$ cat config.mk
export PLATFORM = sky130hd
export DESIGN_NAME = weight_fetch_ctrl
export DESIGN_NICKNAME = d
export VERILOG_FILES = /design/src/rtl/weight_fetch_ctrl.sv
export SDC_FILE = /design/constraint.sdc
export NUM_CORES = 1
export LEC_CHECK = 0
export CAP_MARGIN = 20
export CORE_AREA = 2 2 131 121
export CTS_CLUSTER_DIAMETER = 200
export DETAILED_ROUTE_END_ITERATION = 10
export DIE_AREA = 0 0 133 123
export GPL_ROUTABILITY_DRIVEN = 1
export PLACE_DENSITY = 0.51
export RECOVER_POWER = 50
export SYNTH_ARGS = -nofsm -noshare
export SYNTH_HDL_FRONTEND = slang
export SYNTH_SLANG_ARGS = --single-unit
$ cat constraint.sdc
create_clock -name clk -period 5 [get_ports clk]
set_input_delay 0.5 -clock clk [delete_from_list [all_inputs] [get_ports clk]]
set_output_delay 0.5 -clock clk [all_outputs]
set_load 0.02 [all_outputs]
$ cat src/rtl/weight_fetch_ctrl.sv
// Weight bank sequencer: optional whole-layer load, then streams num_words weights
// from base_addr to the PE datapath through a 2-entry skid buffer with read-data bypass.
//
// state     | meaning
// IDLE      | waiting for start
// LOAD      | load strobe to the bank (1 cycle)
// LOAD_WAIT | settle cycle after the load strobe
// FETCH     | issuing reads while buffer space allows
// DRAIN     | all reads issued, waiting for the last handshake
module weight_fetch_ctrl #(
  parameter int ADDR_WIDTH = 11,
  parameter int DATA_WIDTH = 8,
  parameter int LEN_WIDTH  = 12
) (
  input  logic                  clk,
  input  logic                  rst_n,
  input  logic                  start,
  input  logic [3:0]            layer_id,
  input  logic                  reload,
  input  logic [ADDR_WIDTH-1:0] base_addr,
  input  logic [LEN_WIDTH-1:0]  num_words,
  input  logic                  abort,
  output logic                  busy,
  output logic                  done,
  output logic                  mem_csen,
  output logic [3:0]            mem_layer_cnt,
  output logic                  mem_wrenb,
  output logic                  mem_rdena,
  output logic [ADDR_WIDTH-1:0] mem_addr_a,
  input  logic [DATA_WIDTH-1:0] mem_data_a,
  output logic                  wt_valid,
  output logic [DATA_WIDTH-1:0] wt_data,
  output logic                  wt_last,
  input  logic                  wt_ready
);

  localparam logic [2:0] S_IDLE      = 3'd0;
  localparam logic [2:0] S_LOAD      = 3'd1;
  localparam logic [2:0] S_LOAD_WAIT = 3'd2;
  localparam logic [2:0] S_FETCH     = 3'd3;
  localparam logic [2:0] S_DRAIN     = 3'd4;

  localparam logic [LEN_WIDTH-1:0]  LEN_ONE  = 1;
  localparam logic [ADDR_WIDTH-1:0] ADDR_ONE = 1;

  logic [2:0]            state;
  logic [LEN_WIDTH-1:0]  len;
  logic [LEN_WIDTH-1:0]  issued;
  logic [LEN_WIDTH-1:0]  popped;
  logic [ADDR_WIDTH-1:0] rd_ptr;
  logic                  inflight;
  logic [DATA_WIDTH-1:0] fifo [2];
  logic                  wr_idx;
  logic                  rd_idx;
  logic [1:0]            cnt;
  logic                  done_q;

  logic [2:0]            outstanding;
  logic                  issue;
  logic                  fifo_ne;
  logic                  pop;
  logic                  push;
  logic                  fifo_pop;
  logic                  is_last;
  logic [DATA_WIDTH-1:0] head;

  // Space is judged on registered occupancy only, so a pop frees a slot one cycle later.
  assign outstanding = {1'b0, cnt} + {2'b00, inflight};
  assign issue       = (state == S_FETCH) && (outstanding < 3'd2);
  assign fifo_ne     = (cnt != 2'd0);
  assign is_last     = (popped == len - LEN_ONE);

  // Returning read data bypasses the empty buffer so a streaming consumer sees no bubble.
  always_comb begin
    head = '0;
    if (fifo_ne)
      head = fifo[rd_idx];
    else if (inflight)
      head = mem_data_a;
  end

  assign wt_valid = fifo_ne | inflight;
  assign wt_data  = head;
  assign wt_last  = wt_valid & is_last;
  assign pop      = wt_valid & wt_ready;
  assign push     = inflight & ~(~fifo_ne & pop);
  assign fifo_pop = pop & fifo_ne;

  assign busy       = (state != S_IDLE);
  assign done       = done_q;
  assign mem_wrenb  = (state == S_LOAD);
  assign mem_rdena  = issue;
  assign mem_csen   = mem_wrenb | mem_rdena;
  assign mem_addr_a = rd_ptr;

  always_ff @(posedge clk or negedge rst_n) begin
    if (!rst_n) begin
      state         <= S_IDLE;
      len           <= '0;
      issued        <= '0;
      popped        <= '0;
      rd_ptr        <= '0;
      inflight      <= 1'b0;
      fifo[0]       <= '0;
      fifo[1]       <= '0;
      wr_idx        <= 1'b0;
      rd_idx        <= 1'b0;
      cnt           <= 2'd0;
      done_q        <= 1'b0;
      mem_layer_cnt <= 4'd0;
    end else begin
      done_q <= 1'b0;
      if (state != S_IDLE && abort) begin
        // A read issued this cycle is dropped by clearing inflight.
        state    <= S_IDLE;
        issued   <= '0;
        popped   <= '0;
        inflight <= 1'b0;
        wr_idx   <= 1'b0;
        rd_idx   <= 1'b0;
        cnt      <= 2'd0;
      end else begin
        inflight <= issue;
        if (push) begin
          fifo[wr_idx] <= mem_data_a;
          wr_idx       <= ~wr_idx;
        end
        if (fifo_pop)
          rd_idx <= ~rd_idx;
        cnt <= cnt + {1'b0, push} - {1'b0, fifo_pop};
        if (pop)
          popped <= popped + LEN_ONE;
        if (issue) begin
          rd_ptr <= rd_ptr + ADDR_ONE;
          issued <= issued + LEN_ONE;
        end
        case (state)
          S_IDLE: begin
            if (start && !abort) begin
              len    <= num_words;
              rd_ptr <= base_addr;
              issued <= '0;
              popped <= '0;
              if (num_words == '0) begin
                done_q <= 1'b1;
              end else if (reload) begin
                state         <= S_LOAD;
                mem_layer_cnt <= layer_id;
              end else begin
                state <= S_FETCH;
              end
            end
          end
          S_LOAD:      state <= S_LOAD_WAIT;
          S_LOAD_WAIT: state <= S_FETCH;
          S_FETCH: begin
            if (issue && (issued + LEN_ONE == len))
              state <= S_DRAIN;
          end
          S_DRAIN: begin
            if (pop && is_last) begin
              state  <= S_IDLE;
              done_q <= 1'b1;
            end
          end
          default: state <= S_IDLE;
        endcase
      end
    end
  end

endmodule

# Word-level counts from Yosys, hierarchy flattened
# Index checks and enable logic that the tools add are counted.
# totals
reg_bits	76
out_inout_bits	30
elab_cells	103
# op_classes
n_addsub	7
magnitude_cmp	4
eq_ne	10
muxes	37
bitwise_logic	15
reduce_logical	17
# ops
cell	n
$mux 12	8
$mux 8	6
$mux 11	3
$add 12x1->12 const B	2
$eq 12x12->1	2
$bwmux 16	1
$mux 3	5
$pmux 3 s5	1
$logic_not 12->1	1
$sub 12x1->12 const B	1
$add 11x1->11 const B	1
$mux 1	9
$ne 3x3->1 const B	3
$demux 8 s1	1
$eq 3x2->1 const B	2
$logic_and 1x1->1	6
$not 1->1	6
$reduce_bool 2->1	3
$and 1x1->1	5
$reduce_and 5->1	1
$ge 2x2->1 const B	2
$mux 2	2
$not 1->2	2
$reduce_and 4->1	1
other kinds (15)	16

# Depth between registers and ports, before layout
# Gate-level depths: netlist of run 1.
# logic_depth
depth_word	9
depth_mapped	9
ltp_nobuf	9

# Least setup slack after synthesis of run 1
# Ideal clock, no wire load.
# synth_path
path_type	reg-to-output
from	register len[0]
to	output port wt_last
t_arrival_ps	2186
slack_ps	2314
path_stages_with_launch	8
n_path_buf	0
cell_sequence	dfrtp_1 inv_1 ha_1 or3b_4 a211oi_1 o2111ai_1 a32o_1 nor3b_1
# synth_between
elab_chain_cells	3
# synth_rtl
item	line_no	source
from (decl)	47	logic [LEN_WIDTH-1:0] len;
from (signal assigned)	140	len <= num_words;
$sub 12x1->12	71	assign is_last = (popped == len - LEN_ONE);
$eq 12x12->1	71	
$and 1x1->1	84	assign wt_last = wt_valid & is_last;
to (decl)	33	output logic wt_last,
# Every way passes these cells.

# Worst setup path in the final report of run 1
# Same ends and word-level chain as after synthesis.

==> results of run 1 <==
[stage by stage]
stage                     utilization  std cells  cell area, um2  total power, mW
after floorplan                     -        477            4413            1.900
after global placement         0.3500        723            5254            2.347
after detailed placement       0.3500        723            5254            2.385
after CTS                      0.3696        739            5548            3.053
after global routing           0.3718        741            5582            3.203
final                          0.3718        741            5582            2.996
[layer usage]
layer  track usage  vias to the layer above
met4       0.05981                        0
met5             0                        -
li1              -                     1781
met3       0.03567                       15
met2        0.2426                       80
met1        0.1884                     1802
[power breakdown]
part           internal [mW]  switching, mW
registers              0.814          0.264
clock network          0.386          0.262
logic                  0.601          0.670
total                   1.80           1.20
[cells by family after synthesis]
kind of cell             share of synthesized area
multiplexers                               0.07145
AND/OR/NAND/NOR                             0.2211
flip-flops                                  0.4310
XOR/XNOR                                    0.1211
adder cells (fa/ha/maj)                    0.01701
AO/OA/AOI/OAI                               0.1007
buffers and inverters                      0.03771
[worst max-delay path: cells and delay by family, from the launching register on]
| family | cells | cell delay, ps |
|---|---|---|
| buffers and inverters | 2 | 770 |
| AO/OA/AOI/OAI | 3 | 710 |
| AND/OR/NAND/NOR | 2 | 660 |
| flip-flops | 1 | 440 |
| adder cells (fa/ha/maj) | 1 | 200 |
[layout by cell type (no fill, tap or decap), types with 4 or more instances in the layout]
master,Yosys,routed
sky130_fd_sc_hd__dfrtp_1,76,76
sky130_fd_sc_hd__nand2_1,56,56
sky130_fd_sc_hd__clkdlybuf4s50_1,0,55
sky130_fd_sc_hd__nor2_1,41,41
sky130_fd_sc_hd__xnor2_1,36,36
sky130_fd_sc_hd__o21ai_0,29,29
sky130_fd_sc_hd__nand3_1,28,28
sky130_fd_sc_hd__xor2_1,25,25
sky130_fd_sc_hd__a21oi_1,20,20
sky130_fd_sc_hd__mux2_2,20,20
sky130_fd_sc_hd__dlygate4sd3_1,0,15
sky130_fd_sc_hd__nand4_1,10,10
sky130_fd_sc_hd__inv_1,10,10
sky130_fd_sc_hd__and3_1,9,9
sky130_fd_sc_hd__mux2i_1,9,9
sky130_fd_sc_hd__clkbuf_16,0,9
sky130_fd_sc_hd__nor3_1,8,8
sky130_fd_sc_hd__nor4_1,8,8
sky130_fd_sc_hd__or3_1,7,7
sky130_fd_sc_hd__ha_1,6,6
sky130_fd_sc_hd__nor3b_1,4,4
sky130_fd_sc_hd__a21o_1,4,4
sky130_fd_sc_hd__a211oi_1,4,4
sky130_fd_sc_hd__nor4b_1,4,4
sky130_fd_sc_hd__o22ai_1,4,4
[flip-flops by register name (all words and copies together) (netlist names), 2 cells and up]
register / cells
fifo: 16
issued: 12
len: 12
popped: 12
mem_addr_a: 11
mem_layer_cnt: 4
state: 3
cnt: 2
[worst min-delay path by stage]
stage	startpoint	end	slack, ps
floorplan	rst_n	cnt[0]	200
global placement	fifo[7]	fifo[7]	490
detailed placement	fifo[4]	fifo[4]	490
CTS	rst_n	fifo[1]	360
global route	fifo[4]	fifo[4]	510
finish	fifo[3]	fifo[3]	510
[repair_timing]
item | 4_1_cts | 5_1_grt
buffers inserted | 0 | 0
endpoints found under the hold margin | 0 | 7
gates resized for setup | 0 | 0
setup endpoints to repair | 0 | 0
hold buffers | 0 | 1
[final cells by class]
class	count	area [um2]
fill	1498	9429
multi-input combinational	362	2345
sequential	76	1902
timing repair buffer	74	747.0
tap	202	252.7
clock buffer	10	229.0
clock inverter	6	65.06
inverter	11	41.29
==> results.cfg, run 1 <==
[grt]
global_route.overflow_total = 0
global_route.usage.total = 0.1477
antenna_found_initial = 0
largest_net_degree_at_the_start_of_global_routing = 77
wire_length_of_the_first_global_routing_pass_mm = 18.73
first_global_vias = 3560

[route]
detail_route.wl_per_cell_um = 15.79
detail_route.first_pass.iterations = 4
top_layer = met4
drc_errors = 0
num_vias = 3678
vias_per_cell = 4.964
routed-wl-met2_mm = 5.714
met3_wirelength_um = 505
final_antenna_net_count = 0
met1Wirelength_mm = 5.271
initialDrtViolationCount = 225
routed_wl_mm = 11.70

[critical_path]
worstSetupStartpoint = len[0]
critical_path.startpoint_type = register
critPathCapture = wt_last
r2r.worst_path.cells = 8
critical_path_required_ps = 4500
reg2reg_from = len[0]
cpPeakStageDelay_ps = 660
timing.rr.end = state[2]
reg2reg_slack_ps = 2450
cp_max_stage_cell = sky130_fd_sc_hd__clkdlybuf4s50_1
largest_fanout_on_the_critical_path = 5
arrival_ps = 3120
chain_of_cells_forming_the_critical_path = inv_1, ha_1, or3b_4, a211oi_1, o2111ai_1, a32o_1, nor3b_1, clkdlybuf4s50_1
crit_path_end_kind = output port
worst-setup-path-type = reg2out

[synth]
synthCells = 477
synth_enable_flop_cells = 0
synth-seq-cells = 76
synthesis_warning_total = 0
synth_area_leader_cell = sky130_fd_sc_hd__dfrtp_1
postSynth.topFlopCell = sky130_fd_sc_hd__dfrtp_1
synth_top_cells_by_area = sky130_fd_sc_hd__dfrtp_1 (43%), sky130_fd_sc_hd__xnor2_1 (7.1%), sky130_fd_sc_hd__mux2_2 (5.1%)
synth_top_area_frac = 0.4310
post_synth.cell_area_avg_um2 = 9.252
netlist_top_cells_count = sky130_fd_sc_hd__dfrtp_1 (76), sky130_fd_sc_hd__nand2_1 (56), sky130_fd_sc_hd__nor2_1 (41)
yosys.cell_types.count = 52
postSynth.asyncResetShare = 1.000
register_area_share_after_synthesis = 0.4310
yosys.cell_count.top_type = sky130_fd_sc_hd__dfrtp_1
synth_area_um2 = 4413
post_syn_nets = 524

[placement]
setup_slack_placement_ps = 1747
dp_hpwl_mm = 8.452
numPortBuffers = 70
placer_s_final_routability_congestion_estimate = 0.8293

[clock_tree]
ctsRootBufferMaster = sky130_fd_sc_hd__clkbuf_16
cts_tree = built
ctsHtreeMaxLevel = 3
clock_insertion_delay_worst_skew_ps = 350
clkSlewWorstSetupHoldPaths_ps = 60
number_of_clock_sinks = 76
clk_path_buf_depth = 2
cts-buffers-inserted = 9

[final_layout]
layout-drive-gt1-share = 0.08720
flow.area_growth_from_synthesis_pct = 26.48
num_antenna_cells = 0
finish.net_count = 581

[sta]
min_period_over_period = 0.7238
maxClockFrequency_mhz = 276.3
timing_worst_slew_pin_value_ps = 992.3
setup_tns_ps = 0
timing.hold.ws_ps = 505.0
shortest_clock_period_the_worst_path_allows_after_layout_ps = 3619
setup_viol = 0
final.setup.worst_slack_ps = 1381
hold_viol_final = 0
timing_max_transition_violations_final = 0
grt_setup_unrepaired = no
maxSlewHeadroom = 0.3360
clock-skew-final_ps = 6.513

[floorplan]
start_util = 0.2940
die-area_um2 = 16360
die_w_um = 133
placeableCoreArea_um2 = 15010
chipHeight_um = 123
placementRows = 43
io-pin-count = 71

[hold_path]
worstHoldPathCells = 1
holdCritPathClass = reg2reg

[power]
peakVddDrop_v = 0.0002926
powerDensity_nw_per_um2 = 536.7
total_leakage_power_nw = 2.279

[flow_run]
max-cap-violations = 0

[outcome]
status = finished, final reports clean
Note: power is estimated with default switching activity, not from simulation.
==> run 2: changes to the inputs <==
--- a/config.mk
+++ b/config.mk
@@ -11,7 +11,7 @@
 export DETAILED_ROUTE_END_ITERATION = 10
 export DIE_AREA = 0 0 133 123
 export GPL_ROUTABILITY_DRIVEN = 1
-export PLACE_DENSITY = 0.51
+export PLACE_DENSITY = 0.53
 export RECOVER_POWER = 50
 export SYNTH_ARGS = -nofsm -noshare
 export SYNTH_HDL_FRONTEND = slang
==> constraint.sdc (replaced) <==
create_clock -name clk -period 3.28 [get_ports clk]
set_input_delay 0.328 -clock clk [delete_from_list [all_inputs] [get_ports clk]]
set_output_delay 0.328 -clock clk [all_outputs]
set_load 0.02 [all_outputs]
==> run 2 against run 1 <==
Compared with the run above:
- the flow now finishes with violations (capacitance limit, slew limit)
- critical path type unchanged
- flip-flop and latch count unchanged
- via count decreased by 2.1%
- hold slack improved by 0.77 ps
- largest power group unchanged
- combinational power increased by 56%
- critical endpoint unchanged
==> results.cfg, run 2 (synthesis gave the netlist of run 1 again) <==
[route]
num_vias = 3602
drc_errors = 0
detail_route.first_pass.iterations = 4
final_antenna_net_count = 0
vias_per_cell = 4.835
routed_wl_mm = 11.30
detail_route.wl_per_cell_um = 15.16
initialDrtViolationCount = 186

[placement]
setup_slack_placement_ps = 207.2
place_area_um2 = 5284
placer_s_final_routability_congestion_estimate = 0.8580
dp_hpwl_mm = 8.347
dpl.cell_count = 727
numPortBuffers = 70

[sta]
grt_setup_unrepaired = no
setup_viol = 0
timing_worst_slew_pin_value_ps = 1516
clock-skew-final_ps = 6.474
final.setup.worst_slack_ps = 248.9
maxClockFrequency_mhz = 329.9
maxSlewHeadroom = -0.01071
min_period_over_period = 0.9241
setup_tns_ps = 0
timing_max_transition_violations_final = 60
shortest_clock_period_the_worst_path_allows_after_layout_ps = 3031
hold_viol_final = 0

[grt]
antenna_found_initial = 0
global_route.usage.total = 0.1455
largest_net_degree_at_the_start_of_global_routing = 77
wire_length_of_the_first_global_routing_pass_mm = 18.69
first_global_vias = 3688
global_route.overflow_total = 0

[clock_tree]
clock_insertion_delay_worst_skew_ps = 350
clk_path_buf_depth = 2
clkSlewWorstSetupHoldPaths_ps = 60
ctsHtreeMaxLevel = 3
ctsRootBufferMaster = sky130_fd_sc_hd__clkbuf_16
number_of_clock_sinks = 76
cts-buffers-inserted = 9
cts_tree = built
cts_setup_buffers = 0

[final_layout]
layout-drive-gt1-share = 0.09576
layout.cells.most_common = sky130_fd_sc_hd__dfrtp_1
flow.area_growth_from_synthesis_pct = 26.85
registers.top_by_ff_count = fifo
final_core_area_utilization = 0.3729
num_antenna_cells = 0
final_cell_mix = sky130_fd_sc_hd__dfrtp_1 (76), sky130_fd_sc_hd__clkdlybuf4s50_1 (61), sky130_fd_sc_hd__nand2_1 (56)
final_cell_count_no_fill = 745
final_standard_cell_area_without_fillers_um2 = 5598
largest_register_ffs = 16
finish.net_count = 585

[critical_path]
cp_max_stage_cell = sky130_fd_sc_hd__dfrtp_1
cpPeakStageDelay_ps = 440
chain_of_cells_forming_the_critical_path = inv_1, ha_1, or3b_4, nor4b_2, nand3_1, a32o_1, nor3b_2, dlygate4sd2_1
path_delay_family = simple AND/OR/NAND/NOR gates
buffers_plus_inverters_on_the_worst_setup_path = 2
worst-setup-path-type = reg2out
r2r.worst_path.cells = 6
arrival_ps = 2700
critical_path.startpoint_type = register
critical_path_required_ps = 2950
crit_path_end_kind = output port
crit_cells = 8
largest_fanout_on_the_critical_path = 5

[outcome]
status = finished with violations
violated_checks = capacitance limit, slew limit

[floorplan]
placeableCoreArea_um2 = 15010
die_w_um = 133
placementRows = 43
chipHeight_um = 123
io-pin-count = 71
die-area_um2 = 16360
start_util = 0.2940

[hold_path]
holdCritPathClass = reg2reg
worstHoldPathCells = 1

[power]
powerDensity_nw_per_um2 = 821.9
peakVddDrop_v = 0.0003433
total_leakage_power_nw = 2.294

[flow_run]
max-cap-violations = 1
==> run 2: changes by cell type in the layout (fill, tap and decap cells not counted) <==
cell / before / now
sky130_fd_sc_hd__clkbuf_8: 0 / 1
sky130_fd_sc_hd__nor3b_1: 4 / 3
sky130_fd_sc_hd__clkdlybuf4s50_1: 55 / 61
sky130_fd_sc_hd__and2_1: 2 / 1
sky130_fd_sc_hd__dlygate4sd2_1: 0 / 1
sky130_fd_sc_hd__clkinvlp_4: 1 / 2
sky130_fd_sc_hd__clkbuf_2: 0 / 1
sky130_fd_sc_hd__nor3b_2: 0 / 1
sky130_fd_sc_hd__buf_4: 2 / 5
sky130_fd_sc_hd__dlygate4sd3_1: 15 / 8
sky130_fd_sc_hd__buf_16: 1 / 0
sky130_fd_sc_hd__and2_0: 0 / 1
sky130_fd_sc_hd__clkinv_4: 2 / 1
==> run 2: worst reg2reg max path, stage by stage, from the launching register on <==
cell	delay, ps
sky130_fd_sc_hd__dfrtp_1	540
sky130_fd_sc_hd__a21o_1	240
sky130_fd_sc_hd__or3_1	490
sky130_fd_sc_hd__nor4_1	390
sky130_fd_sc_hd__nand4_1	180
sky130_fd_sc_hd__nor4b_1	530
sky130_fd_sc_hd__o21ai_0	150
==> run 2: timing repair <==
item                                    4_1_cts  5_1_grt
hold endpoints to repair                      0       17
hold buffers                                  0        1
endpoints found under the setup margin        1        1
resized for setup                             1        1
==> run 2: per-stage QoR <==
stage               power (mW)  hold WS [ps]
floorplan                2.897         32.41
global placement         3.595         486.2
detailed placement       3.641         493.9
CTS                      4.678         181.3
global route             4.936         516.7
finish                   4.601         505.8
==> run 2: layout make-up <==
type | instances | area [um2]
well taps | 202 | 252.7
clock inverters | 6 | 63.81
flip-flops and latches | 76 | 1902
clock buffers | 10 | 239.0
repair buffers | 78 | 749.5
fillers | 1499 | 9413
inverters | 11 | 41.29
multi-input cells | 362 | 2350
==> run 2: per-layer routing <==
layer,part of all wire,GRT usage,vias up
met2,0.49,0.2458,60
met5,0,0,-
li1,-,-,1792
met1,0.46,0.1826,1741
met4,0.017,0.04637,0
met3,0.035,0.03936,9
==> run 2: power by group <==
part	total (mW)	leakage [nW]	internal, mW	switching (mW)
Combinational	1.98	1.17	0.952	1.03
Clock	1.01	0.144	0.608	0.398
Sequential	1.62	0.984	1.24	0.374
==> run 2: worst paths after layout <==
path / start / endpoint / slack, ps
setup reg to reg: inflight / state[1] / 630
hold / removal: fifo[3] / fifo[3] / 510
setup / recovery: len[0] / wt_last / 250
max in group asynchronous: rst_n / popped[8] / 590
min in group asynchronous: rst_n / fifo[5] / 670
hold reg to reg: fifo[3] / fifo[3] / 510
